==> src/rtl/spi_minion_adapter.sv <==
// Packet-level bridge between an SPI minion push/pull port and on-chip val/rdy streams.
// Inbound payloads queue in an RX FIFO, outbound payloads in a TX FIFO.

module spi_minion_adapter_fifo #(
    parameter int width = 8,
    parameter int depth = 2
) (
    input  logic             clk,
    input  logic             reset,
    input  logic             enq,
    input  logic [width-1:0] enq_data,
    input  logic             deq,
    output logic [width-1:0] deq_data,
    output logic             full,
    output logic             empty
);
    localparam int AW = (depth > 1) ? $clog2(depth) : 1;
    localparam int CW = $clog2(depth + 1);

    logic [width-1:0] mem [depth];
    logic [AW-1:0]    head;
    logic [AW-1:0]    tail;
    logic [CW-1:0]    count;
    logic             do_enq;
    logic             do_deq;

    // Full/empty come from the start-of-cycle count, so a full FIFO refuses
    // an enqueue even when it is being drained in the same cycle.
    assign full     = (count == CW'(depth));
    assign empty    = (count == '0);
    assign do_enq   = enq & ~full;
    assign do_deq   = deq & ~empty;
    assign deq_data = mem[head];

    function automatic logic [AW-1:0] next_ptr(input logic [AW-1:0] ptr);
        return (ptr == AW'(depth - 1)) ? '0 : ptr + AW'(1);
    endfunction

    always_ff @(posedge clk or negedge reset) begin
        if (!reset) begin
            head  <= '0;
            tail  <= '0;
            count <= '0;
        end else begin
            if (do_enq) tail <= next_ptr(tail);
            if (do_deq) head <= next_ptr(head);
            count <= count + CW'(do_enq) - CW'(do_deq);
        end
    end

    always_ff @(posedge clk) begin
        if (do_enq) mem[tail] <= enq_data;
    end
endmodule

module spi_minion_adapter #(
    parameter int nbits       = 10,
    parameter int num_entries = 2
) (
    input  logic             clk,
    input  logic             reset,
    input  logic             push_en,
    input  logic [nbits-1:0] push_msg,
    input  logic             pull_en,
    output logic [nbits-1:0] pull_msg,
    output logic             send_val,
    output logic [nbits-3:0] send_msg,
    input  logic             send_rdy,
    input  logic             recv_val,
    input  logic [nbits-3:0] recv_msg,
    output logic             recv_rdy,
    output logic             overflow
);
    localparam int PW = nbits - 2;

    logic          rx_full;
    logic          rx_empty;
    logic          tx_full;
    logic          tx_empty;
    logic [PW-1:0] tx_head;
    logic          push_valid;
    logic          unused_spc;

    // The master's spc bit carries no meaning inbound.
    assign unused_spc = push_msg[nbits-2];
    assign push_valid = push_en & push_msg[nbits-1];

    spi_minion_adapter_fifo #(.width(PW), .depth(num_entries)) rx_fifo (
        .clk      (clk),
        .reset    (reset),
        .enq      (push_valid),
        .enq_data (push_msg[PW-1:0]),
        .deq      (send_rdy),
        .deq_data (send_msg),
        .full     (rx_full),
        .empty    (rx_empty)
    );

    spi_minion_adapter_fifo #(.width(PW), .depth(num_entries)) tx_fifo (
        .clk      (clk),
        .reset    (reset),
        .enq      (recv_val),
        .enq_data (recv_msg),
        .deq      (pull_en),
        .deq_data (tx_head),
        .full     (tx_full),
        .empty    (tx_empty)
    );

    assign send_val = ~rx_empty;
    assign recv_rdy = ~tx_full;
    assign pull_msg = {~tx_empty, ~rx_full, tx_empty ? {PW{1'b0}} : tx_head};

    always_ff @(posedge clk or negedge reset) begin
        if (!reset) begin
            overflow <= 1'b0;
        end else if (push_valid && rx_full) begin
            overflow <= 1'b1;
        end
    end
endmodule
==> config.mk <==
export PLATFORM = sky130hd
export DESIGN_NAME = spi_minion_adapter
export DESIGN_NICKNAME = d
export VERILOG_FILES = /design/src/rtl/spi_minion_adapter.sv
export SDC_FILE = /design/constraint.sdc
export NUM_CORES = 1
export LEC_CHECK = 0
export BUFFER_PORTS_ARGS = -buffer_cell sky130_fd_sc_hd__buf_2
export CORE_ASPECT_RATIO = 1.2
export CORE_MARGIN = 5
export CORE_UTILIZATION = 53
export DETAILED_ROUTE_END_ITERATION = 8
export PLACE_DENSITY = 0.8
export SYNTH_ARGS = -nofsm -noshare
export SYNTH_HDL_FRONTEND = slang
export SYNTH_HIERARCHICAL = 1
export SYNTH_SLANG_ARGS = --single-unit
==> constraint.sdc <==
create_clock -name clk -period 4.7 [get_ports clk]
set_input_delay 0.47 -clock clk [delete_from_list [all_inputs] [get_ports clk]]
set_output_delay 0.47 -clock clk [all_outputs]
set_load 0.05 [all_outputs]
## Yosys cells after proc, flatten, opt, wreduce, memory -nomap -nowiden

Memory sizes are Yosys's and may differ from the RTL's.
Index checks and enable logic that the tools add are counted.
W data, S select, Z words.

- Add/sub/neg operators: 8
- Eq/ne operators: 2
- Mux-type cells: 9
- Bitwise operators: 9
- Reductions and logical operators: 3

Operators by type and width:

| operator | count |
|---|---|
| $mux W1 | 8 |
| $mux W8 | 1 |
| $and A1 B1 Y1 | 5 |
| $add A1 B1 Y1 const B | 4 |
| $add A2 B1 Y2 | 2 |
| $eq A2 B2 Y1 const B | 2 |
| $logic_not A2 Y1 | 2 |
| $not A1 Y1 | 4 |
| $sub A2 B1 Y2 | 2 |
| $logic_and A1 B1 Y1 | 1 |

- Register bits: 9
- RAM bits: 32
- Output and inout port bits: 21
- Memories: 2

Memory list:

| name | depth | width | rd ports | clocked after memory_dff | wr ports | RTL line | RTL |
|---|---|---|---|---|---|---|---|
| rx_fifo.mem | 2 | 8 | 1 | 0 | 1 | 20 | `logic [width-1:0] mem [depth];` |
| tx_fifo.mem | 2 | 8 | 1 | 0 | 1 | 20 |  |

## Depth between registers and ports, before layout

- Word-level depth: 5
- Gate-level depth with buffers: 7
- Gate-level depth less buffers: 7

## Modules after synthesis

The synthesis kept the hierarchy.

By module, submodules not included:

| module | instances | cells an instance | area an instance (um^2) |
|---|---|---|---|
| spi_minion_adapter_fifo | 2 | 43 | 784.5 |
| spi_minion_adapter | 1 | 15 | 105.1 |

## Least setup slack after synthesis

No wires, ideal clock.

- Path type: reg2out
- From: register tx_fifo.head
- To: output pull_msg[0]
- Arrival: 1,405 ps
- Data required time: 4,230 ps
- Slack: 2,825 ps
- Stages on the path, launching flop included: 4
- Path buffers: 1
- Cells stage by stage: dfrtp_1 > buf_6 > mux2_2 > nor2b_1

- Longest elaborated chain between the ends: 2

Ends and longest elaborated chain:

| item | RTL line | RTL |
|---|---|---|
| start: declaration | 21 | `logic [AW-1:0] head;` |
| start signal: assignment | 46 | `if (do_deq) head <= next_ptr(head);` |
| $mem_v2 Z2 W8 | -- |  |
| named net tx_head[0] | 80 | `logic [PW-1:0] tx_head;` |
| $mux W8 | 112 | `assign pull_msg = {~tx_empty, ~rx_full, tx_empty ? {PW{1'b0}} : tx_head};` |
| end: declaration | 65 | `output logic [nbits-1:0] pull_msg,` |

The timed path passes the listed nets, and every way through them passes these cells.

## Worst setup path after layout

- From: register tx_fifo.head
- To: output pull_msg[6]

Same word-level chain as after synthesis.

==> qor.csv <==
stage;metric;value;unit
status;outcome;finished, final reports clean;
synthesis;avgSynthCellArea;16.58;um^2
synthesis;synth_nets;129;
global_route;grt_pass1_wl;4.436;mm
worst_setup_path;cp_slowest_cell;dfrtp_1;
power;power;1.386;mW
synthesis;synthXorXnorAreaFrac;0.04185;
synthesis;post-synth-top-count-cell;edfxtp_1;
sta;rsz0062_at_grt;false;
drt;wl_per_cell;14.81;um
sta;hold_viol;0;
clock_network;cts_tree;built;
sta;timing.slew.headroom;0.5205;
synthesis;synth_enable_flop_cells;32;
synthesis;async_reset_ff_frac;0.2195;
clock_network;cts_buffers;5;
sta;max_slew.worst_pin.slew;0.7167;ns
power;switching_power;0.6297;mW
final_layout;diodes;0;
worst_hold_path;hp-class;input pin to flip-flop;
synthesis;synth-simple-area-share;0.07549;
drt;dr.first_iter.drc_count;23;
synthesis;ys_types;17;
worst_setup_path;crit_arrival;1.66;ns
floorplan;initial_core_util;0.5479;
clock_network;cts_resized;0;
power;internal-power;0.7564;mW
synthesis;ys_ff_latch;41;
synthesis;synth_compound_area_frac;0.005232;
floorplan;core_area;3055;um^2
drt;firstDrtPassIters;4;
worst_setup_path;crit_family;flip-flops;
synthesis;syn_area;1674;um^2
placement;portBuffers;43;
floorplan;die_area;4387;um^2
worst_setup_path;end_kind;output port;
worst_setup_path;slowest_delay;0.59;ns
power;powerDensity;703.4;nW/um^2
worst_setup_path;critPathLaunchType;flip-flop;
synthesis;postSynthCellCount;101;
worst_setup_path;cp.required;4.23;ns
sta;fmax;0.4699;GHz
placement;dp_slack;2.882;ns
power;combPwrFrac;0.484;
power;pwr-share-seq;0.402;
power;power_frac_clock;0.114;
drt;vias;949;
floorplan;die_w;61.31;um
global_route;gr-usage-all-layers;0.1436;
clock_network;clock_path_buffers;2;
worst_setup_path;critPathMaxFanout;9;
placement;dp_hpwl;2.067;mm
final_layout;final_area;1971;um^2
clock_network;clkTransAtPathRegs;0.10;ns
synthesis;synth.area.mux_share;0.1076;
sta;finalSetupViolations;0;
global_route;grt_start_max_net_pins;12;
synthesis;synthTopCellsByCount;32 x edfxtp_1, 16 x mux2_2, 9 x dfrtp_1;
final_layout;finalNetCount;178;
worst_setup_path;worst-path-buf-inv;1;
sta;drv_slew;0;
final_layout;fin_util;0.6450;
drt;drtAntennaViolNets;0;
clock_network;h-tree-depth;2;
drt;drc;0;
floorplan;ios;45;
global_route;antenna_found_initial;0;
global_route;grt_pass1_vias;1026;
synthesis;synthFlopType;edfxtp_1;
placement;postPlaceCellArea;1912;um^2
clock_network;worstSkewPairLatency;0.33;ns
clock_network;cts_root_buf;clkbuf_4;
power;peakVddDrop;0.4867;mV
sta;final.period_utilization;0.4528;
synthesis;synth_top_family_by_area;multiplexers;
sta;setup_ws;2.572;ns
synthesis;synth_top_area_frac;0.5740;
placement;gp_congestion;0.7273;
sta;finalSetupTns;0;ns
power;p_sw_frac;0.4543;
worst_setup_path;crit_chain;mux2_2, nor2b_1, buf_2;
floorplan;fp-row-count;22;
clock_network;clock_sinks;41;
job;maxCapViolCount;0;
synthesis;yosysWarnings;6;
floorplan;die_h;71.57;um
sta;min_period;2.128;ns
final_layout;area_delta_synth_final;17.71;%
synthesis;yosys-top-cells-area;edfxtp_1 57%, dfrtp_1 13%, mux2_2 11%, xnor2_1 3.1%, ha_1 3.0%;
synthesis;yosys.area.top_type;edfxtp_1;
power;leakage;0.8091;nW
final_layout;final_layout_size_suffix_gt1_frac;0.4570;
sta;skew;0.005658;ns
drt;drt-total-wl;2.769;mm
global_route;grt_overflow;0;
drt;via_per_inst;5.075;
worst_setup_path;critical_path_class;flip-flop to output port;
synthesis;yosysSeqAreaShare;0.7085;
synthesis;synthAdderAreaFrac;0.02990;
## power groups by stage
stage | registers, mW | logic [mW] | clock network, mW
finish | 0.557 | 0.671 | 0.159
global route | 0.570 | 0.714 | 0.181
CTS | 0.558 | 0.679 | 0.166
detailed placement | 0.565 | 0.674 | 0
global placement | 0.556 | 0.652 | 0
floorplan | 0.534 | 0.574 | 0
## cell families (layout without fill, tap and decap cells)
group           Yosys count  in the layout
compound gates            1              1
mux                      16             16
fa+ha+maj                 4              4
flops                    41             41
buf+inv                  10             60
xor+xnor                  8              8
simple gates             21             21
## worst register-to-register path, stage by stage (launching register included)
cell     delay, ns
dfrtp_1       0.41
nor2_2        0.40
nor2b_2       0.11
ha_1          0.31
inv_1         0.04
ha_1          0.18
xnor2_1       0.17
xnor2_1       0.14
## repair_timing
item	4_1_cts	5_1_grt
setup buffers	0	0
endpoints found under the hold margin	9	0
hold buffers	1	0
## routing by layer
metal  wire (um)  track usage
met5           0            0
met4          76      0.07952
met3         179      0.04505
met2        1521       0.2529
met1         991       0.1430
## metrics by stage
stage	hold WS (ns)	std cells
floorplan	0.1744	101
global placement	0.3272	178
detailed placement	0.3354	178
CTS	0.2993	187
global route	0.2925	187
finish	0.3177	187
## state kept, by name, indices dropped and copies added, names as in the netlist
signal         cells
overflow           1
rx_fifo/count      2
rx_fifo/head       1
rx_fifo/mem       16
rx_fifo/tail       1
tx_fifo/count      2
tx_fifo/head       1
tx_fifo/mem       16
tx_fifo/tail       1
## path summary, 6_finish.rpt
check,from,to,slack (ns),cells after the start
worst max-delay path,tx_fifo/head$_DFFE_PN0P_,pull_msg[6],2.57,3
worst min-delay path,push_msg[4],rx_fifo/mem[0][4]$_DFFE_PP_,0.32,1
min in group asynchronous,reset,rx_fifo/count[1]$_DFF_PN0_,0.50,2
worst min register to register,overflow$_DFFE_PN0P_,overflow$_DFFE_PN0P_,0.48,1
max in group asynchronous,reset,tx_fifo/count[1]$_DFF_PN0_,4.01,2
worst max register to register,tx_fifo/count[0]$_DFF_PN0_,tx_fifo/count[1]$_DFF_PN0_,2.87,7
## area by class of cell
type                       count  area (um^2)
inverter                       8        30.03
clock buffer                   8        48.80
fill                         241         1085
multi-input combinational     50        435.4
sequential                    41         1186
tap                           36        45.04
timing repair buffer          44        225.2
## layout by cell type (no fill, tap or decap)
master,n
a31o_2,1
and2_1,1
and3_1,2
buf_2,43
clkbuf_1,3
clkbuf_4,5
dfrtp_1,9
dlygate4sd3_1,1
edfxtp_1,32
ha_1,4
inv_1,8
mux2_2,16
nand2_1,2
nand2b_1,2
nor2_1,2
nor2_2,2
nor2b_1,8
nor2b_2,2
xnor2_1,6
xor2_1,2
No activity file was read; power rests on OpenSTA's default activity.
